--- config.mk ---
export PLATFORM = sky130hd
export DESIGN_NAME = serial_add_ctrl
export DESIGN_NICKNAME = d
export VERILOG_FILES = /design/src/rtl/serial_pkg.sv /design/src/rtl/serial_shift_reg.sv /design/src/rtl/serial_add_ctrl.sv
export SDC_FILE = /design/constraint.sdc
export NUM_CORES = 1
export LEC_CHECK = 0
export ABC_AREA = 1
export BUFFER_PORTS_ARGS = -buffer_cell sky130_fd_sc_hd__buf_2
export CORE_MARGIN = 2
export CORE_UTILIZATION = 25
export DETAILED_ROUTE_END_ITERATION = 10
export PLACE_DENSITY = 0.43
export SYNTH_ARGS = -nofsm -noshare
export SYNTH_HDL_FRONTEND = slang
export SYNTH_SLANG_ARGS = --single-unit
--- constraint.sdc ---
create_clock -name clock -period 1.1 [get_ports clock]
set_input_delay 0 -clock clock [delete_from_list [all_inputs] [get_ports clock]]
set_output_delay 0 -clock clock [all_outputs]
set_load 0.005 [all_outputs]
--- src/rtl/serial_pkg.sv ---
// Shared encodings and defaults for the bit-serial adder sequencer.
package serial_pkg;

    localparam int SER_WIDTH = 4;

    typedef enum logic [1:0] {
        ST_IDLE  = 2'd0,
        ST_SHIFT = 2'd1,
        ST_DONE  = 2'd2
    } state_t;

endpackage

--- src/rtl/serial_shift_reg.sv ---
// Parallel-load, right-shift register; serial input enters at the MSB.
// Load and shift take effect on the next edge; load has priority over shift.
module serial_shift_reg #(
    parameter int WIDTH = 4
) (
    input  logic             clock,
    input  logic             reset,
    input  logic             load,
    input  logic             shift_en,
    input  logic [WIDTH-1:0] d,
    input  logic             si,
    output logic [WIDTH-1:0] q
);

    logic [WIDTH-1:0] r_q;

    always_ff @(posedge clock) begin
        if (reset) begin
            r_q <= '0;
        end else if (load) begin
            r_q <= d;
        end else if (shift_en) begin
            r_q <= {si, r_q[WIDTH-1:1]};
        end
    end

    assign q = r_q;

endmodule

--- src/rtl/serial_add_ctrl.sv ---
// Bit-serial adder sequencer: loads operands, shifts WIDTH bits LSB first, reports sum/carry.
// done follows an accept by WIDTH+1 cycles; start outside IDLE is dropped, not queued.
module serial_add_ctrl
    import serial_pkg::*;
#(
    parameter int WIDTH = SER_WIDTH,
    parameter int CW    = $clog2(WIDTH + 1)
) (
    input  logic             clock,
    input  logic             reset,
    input  logic             start,
    input  logic             accumulate,
    input  logic [WIDTH-1:0] op_a,
    input  logic [WIDTH-1:0] op_b,
    output logic             shift_cont,
    output logic             busy,
    output logic             done,
    output logic [WIDTH-1:0] sum,
    output logic             carry_out
);

    state_t           r_state;
    state_t           w_next;
    logic [CW-1:0]    r_count;
    logic             r_carry;
    logic [WIDTH-1:0] w_a;
    logic [WIDTH-1:0] w_b;
    logic             w_accept;
    logic             w_shift;
    logic             w_last;
    logic             w_s;
    logic             w_cy;

    assign w_accept = (r_state == ST_IDLE) && start;
    assign w_shift  = (r_state == ST_SHIFT);
    assign w_last   = (r_count == CW'(WIDTH - 1));
    assign w_s      = w_a[0] ^ w_b[0] ^ r_carry;
    assign w_cy     = (w_a[0] & w_b[0]) | (r_carry & (w_a[0] ^ w_b[0]));

    // In accumulate mode A keeps the previous sum and only B is reloaded.
    serial_shift_reg #(.WIDTH(WIDTH)) u_reg_a (
        .clock    (clock),
        .reset    (reset),
        .load     (w_accept && !accumulate),
        .shift_en (w_shift),
        .d        (op_a),
        .si       (w_s),
        .q        (w_a)
    );

    serial_shift_reg #(.WIDTH(WIDTH)) u_reg_b (
        .clock    (clock),
        .reset    (reset),
        .load     (w_accept),
        .shift_en (w_shift),
        .d        (op_b),
        .si       (1'b0),
        .q        (w_b)
    );

    always_ff @(posedge clock) begin
        if (reset) begin
            r_state <= ST_IDLE;
        end else begin
            r_state <= w_next;
        end
    end

    always_comb begin
        w_next = ST_IDLE;
        case (r_state)
            ST_IDLE:  w_next = start  ? ST_SHIFT : ST_IDLE;
            ST_SHIFT: w_next = w_last ? ST_DONE  : ST_SHIFT;
            ST_DONE:  w_next = ST_IDLE;
            default:  w_next = ST_IDLE;
        endcase
    end

    always_comb begin
        shift_cont = 1'b0;
        busy       = 1'b0;
        done       = 1'b0;
        case (r_state)
            ST_SHIFT: begin
                shift_cont = 1'b1;
                busy       = 1'b1;
            end
            ST_DONE: begin
                busy = 1'b1;
                done = 1'b1;
            end
            default: ;
        endcase
    end

    always_ff @(posedge clock) begin
        if (reset) begin
            r_count <= '0;
            r_carry <= 1'b0;
        end else if (w_accept) begin
            r_count <= '0;
            r_carry <= 1'b0;
        end else if (w_shift) begin
            r_count <= r_count + CW'(1);
            r_carry <= w_cy;
        end
    end

    assign sum       = w_a;
    assign carry_out = r_carry;

endmodule

# ---- Word-level counts from Yosys, hierarchy flattened
# Cells that the tools add are included.
dict set report totals {
  regBits 14
  in_bits 12
  wordCells 32
}
dict set report op_classes {
  n_addsub 1
  eq_ne 3
  muxes 10
  bitwise_logic 5
  reduce_logical 8
}
# op n
set ops {}
lappend ops {{4-bit 2-to-1 mux} 4}
lappend ops {{1-bit 2-to-1 mux} 4}
lappend ops {{2-bit one-hot mux with 2 select lines} 1}
lappend ops {{2-bit nonzero test} 2}
lappend ops {{2-bit OR reduction} 2}
lappend ops {{3-bit by 1-bit adder with 3-bit output (second input constant)} 1}
lappend ops {{3-bit by 2-bit == test with 1-bit output (second input constant)} 1}
lappend ops {{1-bit AND} 2}
lappend ops {{2-bit by 1-bit == test with 1-bit output (second input constant)} 1}
lappend ops {{2-bit == test (second input constant)} 1}
lappend ops {{1-bit logical AND} 2}
lappend ops {{2-bit logical NOT} 1}
lappend ops {{2-bit 2-to-1 mux} 1}
lappend ops {{1-bit bitwise XOR} 2}
lappend ops {{1-bit logical NOT} 1}
lappend ops {{1-bit bitwise OR} 1}

# ---- Depth between registers and ports, before layout
# Gate-level depths: netlist of run 1.
dict set report depth {
  depth_word 4
  ltp_mapped 8
  depth_no_buf 8
}

# ---- Cells and area by module
# A second synthesis of run 1 with hierarchy kept.
dict set report unflattened {
  hier_cells 104
  area_unflattened_um2 708.2
}
# mod instances cells_per_inst area_each_um2 seq_area_each_um2
set by_module_without_submodules {}
lappend by_module_without_submodules {serial_shift_reg 2 32 193.9 80.1}
lappend by_module_without_submodules {serial_add_ctrl 1 40 320.3 120.1}

# ---- Worst setup path after synthesis of run 1
# OpenSTA, ideal clock, no wires.
dict set report synth_timing {
  path_kind {register to register}
  from {register r_count[0]}
  to {register r_count[2]}
  arrival_ns 1.123
  slack_ns -0.092
  path_stages_with_launch 5
  n_path_buf 0
  synth_period_minus_slack_ns 1.192
  cell_sequence {dfxtp_1 -> ha_1 -> ha_1 -> or2_2 -> a21oi_1}
}
dict set report synth_between {
  elab_chain_len 1
}
# element line_no
set synth_rtl {}
lappend synth_rtl {{start, declared} serial_add_ctrl.sv:24} ;# logic [CW-1:0] r_count;
lappend synth_rtl {{start signal, assigned} serial_add_ctrl.sv:104} ;# r_count <= r_count + CW'(1);
lappend synth_rtl {{3-bit by 1-bit adder with 3-bit output} serial_add_ctrl.sv:104}
# Every way passes these cells.
# A chain may end at the register's enable or synchronous reset.

# ---- Final worst setup path of run 1
dict set report layout_timing {
  from {register u_reg_b.r_q[0], in the netlist u_reg_b.q[0]}
  to {register u_reg_a.r_q[3], in the netlist u_reg_a.q[3]}
}
dict set report layout_between {
  elab_chain_len 4
}
# element line_no
set layout_rtl {}
lappend layout_rtl {{start, declared} serial_shift_reg.sv:15} ;# logic [WIDTH-1:0] r_q;
lappend layout_rtl {{start signal, assigned} serial_shift_reg.sv:23} ;# r_q <= {si, r_q[WIDTH-1:1]};
lappend layout_rtl {{1-bit bitwise XOR (2 in series)} serial_add_ctrl.sv:37} ;# assign w_s = w_a[0] ^ w_b[0] ^ r_carry;
lappend layout_rtl {{4-bit 2-to-1 mux} serial_shift_reg.sv:22} ;# end else if (shift_en) begin
lappend layout_rtl {{4-bit 2-to-1 mux} serial_shift_reg.sv:20} ;# end else if (load) begin
lappend layout_rtl {{end signal, assigned} serial_shift_reg.sv:23}
lappend layout_rtl {{end, declared} serial_shift_reg.sv:15}
# Every way passes these cells. The select of a mux whose other input is x is not followed.

==> results of run 1 <==
registers in the layout (all words and copies together) (netlist names):
name and flops:
carry_out 1, r_count 3, r_state 2, u_reg_a.q 4, u_reg_b.q 4
metrics by stage:
step	std cells	setup WS [ns]
global placement	150	-0.0809
detailed placement	150	-0.0867
CTS	156	-0.0874
floorplan	93	-0.0323
global route	157	-0.152
finish	157	-0.0786
worst max-delay path, delay by kind of cell (launching register included):
| kind | cells | cell delay (ns) |
|---|---|---|
| AO/OA/AOI/OAI | 1 | 0.11 |
| adder cells (fa/ha/maj) | 1 | 0.53 |
| flip-flops | 1 | 0.34 |
| AND/OR/NAND/NOR | 3 | 0.15 |
cell type report:
cell class              count  share of cell area
repair buffers             32               0.210
inverters                  11              0.0435
well taps                  31              0.0346
multi-input cells          65               0.423
clock buffers               4              0.0324
flip-flops and latches     14               0.257
synth_stat cells:
master    count
a21oi_1       8
a31oi_1       3
buf_2         2
clkbuf_1      1
dfxtp_1      14
fa_1          1
ha_1          5
inv_1        11
nand2_1      27
nand2_4       1
nand3_1       8
nand3_4       1
nand4_1       1
nor2_1        4
nor2_4        1
nor3_1        1
o21ai_0       2
or2_2         1
xnor2_1       1
layer usage:
layer	global-route usage	part of all wire	wire, um
met5	0	0	0
met4	0.0399	0.0098	17
met3	0.0522	0.062	108
met2	0.167	0.43	753
met1	0.154	0.49	852
worst paths after layout:
path	end	slack (ns)	from
worst min register to register	r_count[2]	0.48	r_count[2]
worst max register to register	u_reg_a.q[3]	-0.08	u_reg_b.q[0]
worst min-delay path	u_reg_b.q[2]	0.006	op_b[2]
worst max-delay path	u_reg_a.q[3]	-0.08	u_reg_b.q[0]
placed cells by master, fill, tap and decap left out, types with 2 or more instances in the layout:
master and n:
ha_4 5, dlygate4sd3_1 2, a21oi_1 6, nand2_1 25
clkbuf_4 3, buf_2 16, nand3_1 7, dfxtp_1 8
a31oi_1 3, a21oi_2 2, inv_1 8, buf_4 6
dfxtp_2 6, buf_6 8, nor2_1 4
power by group through the flow:
| stage | clock network (mW) | registers, mW | logic, mW |
|---|---|---|---|
| after floorplan | 0 | 0.567 | 0.122 |
| after global placement | 0 | 0.568 | 0.217 |
| after detailed placement | 0 | 0.568 | 0.218 |
| after CTS | 0.396 | 0.560 | 0.246 |
| after global routing | 0.424 | 0.566 | 0.314 |
| final | 0.379 | 0.561 | 0.282 |
cells by family after synthesis:
kind of cell	count (synthesis)	synth area share
xor gates and xnor gates	1	0.0123
AOI/OAI and AO/OA	13	0.0970
adders and majority gates	6	0.116
DFF	14	0.395
and+or+nand+nor	45	0.302
buffers and inverters	14	0.0776
what timing repair did:
action / in CTS / in global routing
setup endpoints to repair: 15 / 15
setup buffers: 0 / 1
hold endpoints to repair: 4 / 0
gates resized for setup: 18 / 15
pin swaps: 7 / 4
hold buffers: 2 / 0
==> flow_summary.toml, run 1 <==
[run_status]
outcome = "complete, but fails checks"
violations = "negative setup slack"

[clock_tree]
htreeDepth = 1
clkTransAtPathRegs_ns = 0.09
cts-root-buf = "clkbuf_4"
cts_tree = "yes"
clk_latency_ns = 0.29
numCtsBuffers = 3
cts_sinks = 14
cts_buffer_depth = 2

[floorplan]
die_y_um = 57.3
die_w_um = 57.3
num_rows = 19
ios = 20
dieArea_um2 = 3280
core_area_um2 = 2730
start_util = 0.259

[critical_path]
slowest_stage = "fa_1"
cp-start-kind = "register"
path_common_cell = "nand2_1"
crit_type = "reg2reg"
critPathArrivalTime_ns = 1.40
rr_worst_depth = 5
worstPathMaxFanout = 2
max_stage_delay_ns = 0.53
required_ns = 1.33
worstPathCellList = "fa_1 > nand2_1 > nand2_1 > nand2_1 > a21oi_1"
cp-end-kind = "register"

[grt]
grt_antenna_before_repair = 0
grt_pass1_vias = 619
grt_usage = 0.116
grt_pass1_wl_um = 2840
grt_max_degree = 11
grt_overflow = 0

[sta]
tns_ns = -0.172
finClkSkew_ns = 0.00906
finalWorstSetupSlack_ns = -0.0786
rsz0062_at_grt = "true"
post-route-period-util = 1.07
slew_violations = 0
max_freq_ghz = 0.848
hold-worst-slack_ns = 0.00596
worstMarginPinSlew_ns = 0.187
slew-limit-headroom = 0.876
setup-violations-final = 5
hold_viol_final = 0
fin_crit_ns = 1.18

[layout]
fin_area_um2 = 1120
diodes = 0
drive_gt1_frac = 0.460
seqCellArea_um2 = 288
fillers = 274
multi_input_area_um2 = 474
fin_nets = 145
fin_util = 0.410
syn2layout_area_growth_pct = 58.0

[placement]
hpwl_um = 1180
place_area_um2 = 928
gp_congestion = 0.738
portBuffers = 19

[detailed_routing]
num_vias = 690
drc = 0
routed_via_density = 4.39
firstDrtPassIters = 4
ant_nets = 0
drt-initial-drc-count = 24
wirelength_um = 1730
wire_per_inst_um = 11.0

[power]
p_leak_nw = 0.490
irDropWorstVdd_mv = 0.740
power_density_nw_per_um2 = 1090
intPower_uw = 883
p_clk_frac = 0.310
p_comb_frac = 0.230
p_sw_frac = 0.277
total_power_mw = 1.22
p_sw_uw = 339
share_seq_of_total_power = 0.459

[synth]
synth_top_area_share = 0.395
netlist_top_cells_area = "dfxtp_1 (40%), nand2_1 (14%), ha_1 (8.8%), inv_1 (5.8%), a21oi_1 (5.6%)"
netlist-cell-type-count = 19
syn_inst = 93
ys_warn_count = 0
avgSynthCellArea_um2 = 7.63
yosys_register_bits = 14
yosysSeqAreaShare = 0.395
syn_area_um2 = 709
synth_nets = 111
synth_top_area_cell = "dfxtp_1"

[flow_run]
maxCapViolCount = 0

[worst_hold_path]
hold_class = "in2reg"
min_path_cells = 3
Power figures use the tool's default switching activity.
==> run 2: changes to the inputs <==
--- a/config.mk
+++ b/config.mk
@@ -14,3 +14,4 @@
 export SYNTH_ARGS = -nofsm -noshare
 export SYNTH_HDL_FRONTEND = slang
 export SYNTH_SLANG_ARGS = --single-unit
+export TNS_END_PERCENT = 30
==> run 2 against run 1 <==
The run still ends with negative setup slack left. Critical path depth unchanged. Via count up 2.5%. Register-to-register slack about the same. Non-clock buffer count up 3. Final area down 1.9%. Utilization down 0.78 points. Critical endpoint unchanged. Highest routed layer unchanged.
==> flow_summary.toml, run 2 (synthesized netlist as in run 1, its figures left out) <==
[sta]
hold_viol_final = 0
max_freq_ghz = 0.844
finClkSkew_ns = 0.00332
finalWorstSetupSlack_ns = -0.0851
worstMarginPinSlew_ns = 0.171
fin_crit_ns = 1.19
rsz0062_at_grt = "true"
slew-limit-headroom = 0.885
setup-violations-final = 7
slew_violations = 0
post-route-period-util = 1.08

[detailed_routing]
drt-initial-drc-count = 29
wirelength_um = 1730
drc = 0
num_vias = 707
ant_nets = 0
wire_per_inst_um = 10.9
firstDrtPassIters = 3
routed_via_density = 4.45

[critical_path]
crit_type = "reg2reg"
critPathArrivalTime_ns = 1.39
rr_worst_depth = 5
required_ns = 1.31
slowest_stage = "fa_1"
max_stage_delay_ns = 0.53
worstPathMaxFanout = 2
critPathTopFamily = "adder cells"
worstPathCellList = "fa_1 > nand2_1 > nand2_1 > nand2_1 > a21oi_1"
cp-end-kind = "register"
cp.depth = 5
r2r_slack_ns = -0.09
cp-start-kind = "register"
r2r_start = "u_reg_b.q[0]"
rr_endpoint = "u_reg_a.q[3]"
path_common_cell = "nand2_1"
path_buf_inv = 0

[floorplan]
die_w_um = 57.3
ios = 20
start_util = 0.259
core_area_um2 = 2730
num_rows = 19
dieArea_um2 = 3280
die_y_um = 57.3

[power]
p_sw_uw = 317
irDropWorstVdd_mv = 0.480
intPower_uw = 820
share_seq_of_total_power = 0.494
p_sw_frac = 0.279
p_leak_nw = 0.507
power_density_nw_per_um2 = 1030
p_comb_frac = 0.255
total_power_mw = 1.14
p_clk_frac = 0.250

[layout]
drive_gt1_frac = 0.484
diodes = 0
fillers = 297
fin_area_um2 = 1100
layout_commonest_cell = "nand2_1"
syn2layout_area_growth_pct = 55.0
fin_nets = 148
final_cell_mix = "nand2_1 (23), buf_2 (19), buf_4 (12)"
fin_util = 0.402

[clock_tree]
numCtsBuffers = 3
htreeDepth = 1
cts_sinks = 14
cts-root-buf = "clkbuf_4"
clkTransAtPathRegs_ns = 0.08
clk_latency_ns = 0.27
cts_buffer_depth = 2
cts_tree = "yes"

[placement]
hpwl_um = 1200
portBuffers = 19
gp_congestion = 0.757
place_area_um2 = 933
post-place-ws_ns = -0.129

[worst_hold_path]
min_to = "u_reg_a.q[3]"
hold_start = "reset"
min_path_cells = 2
hold_class = "in2reg"

[run_status]
outcome = "complete, but fails checks"
violations = "negative setup slack"

[grt]
grt_pass1_vias = 647
grt_max_degree = 12
grt_overflow = 0
grt_antenna_before_repair = 0
grt_pass1_wl_um = 2840
grt_usage = 0.113

[flow_run]
maxCapViolCount = 0
==> run 2: stage by stage <==
step	hold WS (ns)	TNS (ns)	instances
final	0.0194	-0.219	159
after global routing	0.00115	-0.838	159
after CTS	0.00791	-0.237	153
after detailed placement	0.290	-0.838	149
after global placement	0.285	-0.582	149
after floorplan	0.166	-0.0930	93
==> run 2: worst register-to-register path: stages (launching register included) <==
cell	delay, ns
dfxtp_2	0.34
fa_1	0.53
nand2_1	0.05
nand2_1	0.05
nand2_1	0.05
a21oi_1	0.10
==> run 2: what timing repair did <==
| action | CTS | global route |
|---|---|---|
| buffers inserted | 0 | 5 |
| gates resized for setup | 11 | 10 |
| hold endpoints to repair | 1 | 0 |
| pin swaps | 3 | 6 |
| hold buffers | 1 | 0 |
| cloned | 0 | 1 |
| endpoints found under the setup margin | 14 | 13 |
==> run 2: area by class of cell <==
type,count,area (um^2),share of cell area
Clock buffer,3,22.5,0.0205
Inverter,11,43.8,0.0398
Multi-Input combinational cell,65,455,0.414
Sequential cell,14,288,0.262
Tap cell,31,38.8,0.0353
Timing Repair Buffer,35,251,0.229
==> run 2: power by group through the flow <==
| stage | clock network [mW] | registers [mW] | logic (mW) |
|---|---|---|---|
| 6_report | 0.285 | 0.562 | 0.290 |
| 5_1_grt | 0.331 | 0.566 | 0.322 |
| 3_5_place_dp | 0 | 0.567 | 0.225 |
| 3_3_place_gp | 0 | 0.568 | 0.222 |
| 4_1_cts | 0.301 | 0.560 | 0.242 |
| 2_1_floorplan | 0 | 0.567 | 0.120 |
==> run 2: routing by layer <==
metal | vias to the layer above | share of wire | track usage
met3 | 2 | 0.039 | 0.0227
met1 | 322 | 0.53 | 0.163
met5 | - | 0 | 0
met2 | 14 | 0.42 | 0.158
met4 | 0 | 0.0093 | 0.0598
li1 | 369 | - | -
==> run 2: worst max path at each step <==
stage / from / to / slack (ns)
finish: u_reg_b.q[0] / u_reg_a.q[3] / -0.09
floorplan: u_reg_b.q[0] / u_reg_a.q[3] / -0.03
CTS: u_reg_b.q[0] / u_reg_a.q[3] / -0.1
global placement: r_state[1] / u_reg_a.q[1] / -0.1
global route: u_reg_b.q[0] / u_reg_a.q[3] / -0.17
detailed placement: r_state[1] / u_reg_a.q[1] / -0.13
==> run 3: changes to the inputs <==
--- a/config.mk
+++ b/config.mk
@@ -7,10 +7,11 @@
 export LEC_CHECK = 0
 export ABC_AREA = 1
 export BUFFER_PORTS_ARGS = -buffer_cell sky130_fd_sc_hd__buf_2
+export CORE_ASPECT_RATIO = 0.8
 export CORE_MARGIN = 2
 export CORE_UTILIZATION = 25
 export DETAILED_ROUTE_END_ITERATION = 10
-export PLACE_DENSITY = 0.43
+export PLACE_DENSITY = 0.41
 export SYNTH_ARGS = -nofsm -noshare
 export SYNTH_HDL_FRONTEND = slang
 export SYNTH_SLANG_ARGS = --single-unit
==> constraint.sdc (replaced) <==
create_clock -name clock -period 1.5 [get_ports clock]
set_input_delay 0 -clock clock [delete_from_list [all_inputs] [get_ports clock]]
set_output_delay 0 -clock clock [all_outputs]
set_load 0.005 [all_outputs]
==> run 3 against run 2 <==
The run now ends clean. Combinational power fell by 50%. Worst hold slack got worse by 0.018 ns. Global-route usage fell by 0.54 points. Maximum frequency fell by 7.2%. Sequential power fell by 27%. Clock-buffer cell count rose by 1. Final area fell by 17%. First-iteration DRC count fell by 21%. Routed wire length fell by 2.1%. Flip-flop and latch count did not move. Cell count fell by 1.9%. Largest power group unchanged.
==> flow_summary.toml, run 3 (synthesized netlist as in run 1, its figures left out) <==
[run_status]
outcome = "completed"

[detailed_routing]
met2_length_um = 673
wirelength_um = 1690
met3_length_um = 95
num_vias = 655
ant_nets = 0
met1Wirelength_um = 910
drt-initial-drc-count = 23
routed_via_density = 4.20
firstDrtPassIters = 5
wire_per_inst_um = 10.8
drc = 0
highest_layer = "met4"

[layout]
drive_gt1_frac = 0.254
syn2layout_area_growth_pct = 29.3
diodes = 0
final_cell_mix = "nand2_1 (27), buf_2 (19), dfxtp_1 (14)"
layout_commonest_cell = "nand2_1"
fin_util = 0.337
fin_cells = 156
fin_nets = 137

[critical_path]
rr_endpoint = "u_reg_a.q[3]"
setup.worst_path.end = "u_reg_a.q[3]"
cp-start-kind = "register"
crit_type = "reg2reg"
critPathArrivalTime_ns = 1.46
required_ns = 1.69
cp-end-kind = "register"
rr_worst_depth = 7
crit_path_start = "r_state[0]"
r2r_slack_ns = 0.22
worstPathMaxFanout = 10
r2r_start = "r_state[0]"

[placement]
portBuffers = 19
gp_congestion = 0.659
placed_cells = 150
hpwl_um = 1300

[grt]
grt_pass1_vias = 599
grt_antenna_before_repair = 0
grt_max_degree = 11
grt_usage = 0.107
grt_pass1_wl_um = 2620
grt_overflow = 0

[clock_tree]
cts-root-buf = "clkbuf_4"
cts_buffer_depth = 2
cts_sinks = 14
numCtsBuffers = 3
htreeDepth = 1
cts_tree = "yes"
cts_hold_buf = 2
cts_resized = 0
clk_latency_ns = 0.29
clkTransAtPathRegs_ns = 0.10
post_cts_buffers = 0

[sta]
worstMarginPinSlew_ns = 0.298
finClkSkew_ns = 0.00946
slew_violations = 0
tns_ns = 0
post-route-period-util = 0.851
max_freq_ghz = 0.783
slew-limit-headroom = 0.802
rsz0062_at_grt = "false"
fin_crit_ns = 1.28
hold_viol_final = 0
setup-violations-final = 0

[floorplan]
die_y_um = 51.6
start_util = 0.261
core_area_um2 = 2720
num_rows = 17
die_w_um = 63.6
ios = 20
dieArea_um2 = 3280

[worst_hold_path]
hold_class = "in2reg"
hold_start = "reset"

[flow_run]
maxCapViolCount = 0

[power]
p_leak_nw = 0.429
power_density_nw_per_um2 = 912
irDropWorstVdd_mv = 0.355
-- run 3: worst min path at each step --
stage                               to  cells past startpoint  slack [ns]
after CTS                 u_reg_a.q[0]                      2       0.003
after detailed placement  u_reg_b.q[3]                      3        0.29
after global routing        r_state[0]                      2       0.009
after global placement    u_reg_b.q[3]                      3        0.30
final                     u_reg_a.q[0]                      2       0.001
after floorplan           u_reg_b.q[3]                      2        0.17
-- run 3: through the flow --
stage / setup slack, ns / total power [mW] / hold WS (ns) / instance area, um^2
floorplan: 0.308 / 0.501 / 0.168 / 709
global placement: 0.221 / 0.561 / 0.297 / 861
detailed placement: 0.220 / 0.560 / 0.288 / 861
CTS: 0.202 / 0.851 / 0.00262 / 917
global route: 0.0789 / 0.885 / 0.00934 / 917
finish: 0.224 / 0.837 / 0.00141 / 917
-- run 3: area by class of cell --
cell class,count,area (um^2)
clock buffer,4,36.3
fill,323,1810
inverter,11,41.3
multi-input combinational,65,374
sequential,14,280
tap,38,47.5
timing repair buffer,24,138
-- run 3: report_power, final --
group / leakage, nW / internal, mW / switching, mW / total (mW)
Combinational: 0.294 / 0.0643 / 0.0811 / 0.145
Clock: 0.0210 / 0.148 / 0.135 / 0.283
Sequential: 0.115 / 0.393 / 0.0155 / 0.408
-- run 3: worst max-delay path, cell delays in order (launching register included) --
cell and delay, ns:
dfxtp_1 0.32, inv_1 0.07, ha_1 0.33, nand2_4 0.15, nor2_4 0.14, nand2_1 0.06, nand2_1 0.06, a21oi_1 0.05
-- run 3: metal layers --
layer  track usage  vias up
met5             0        -
met4        0.0217        0
met3        0.0476        2
met2         0.168       15
met1         0.137      288
li1              -      350
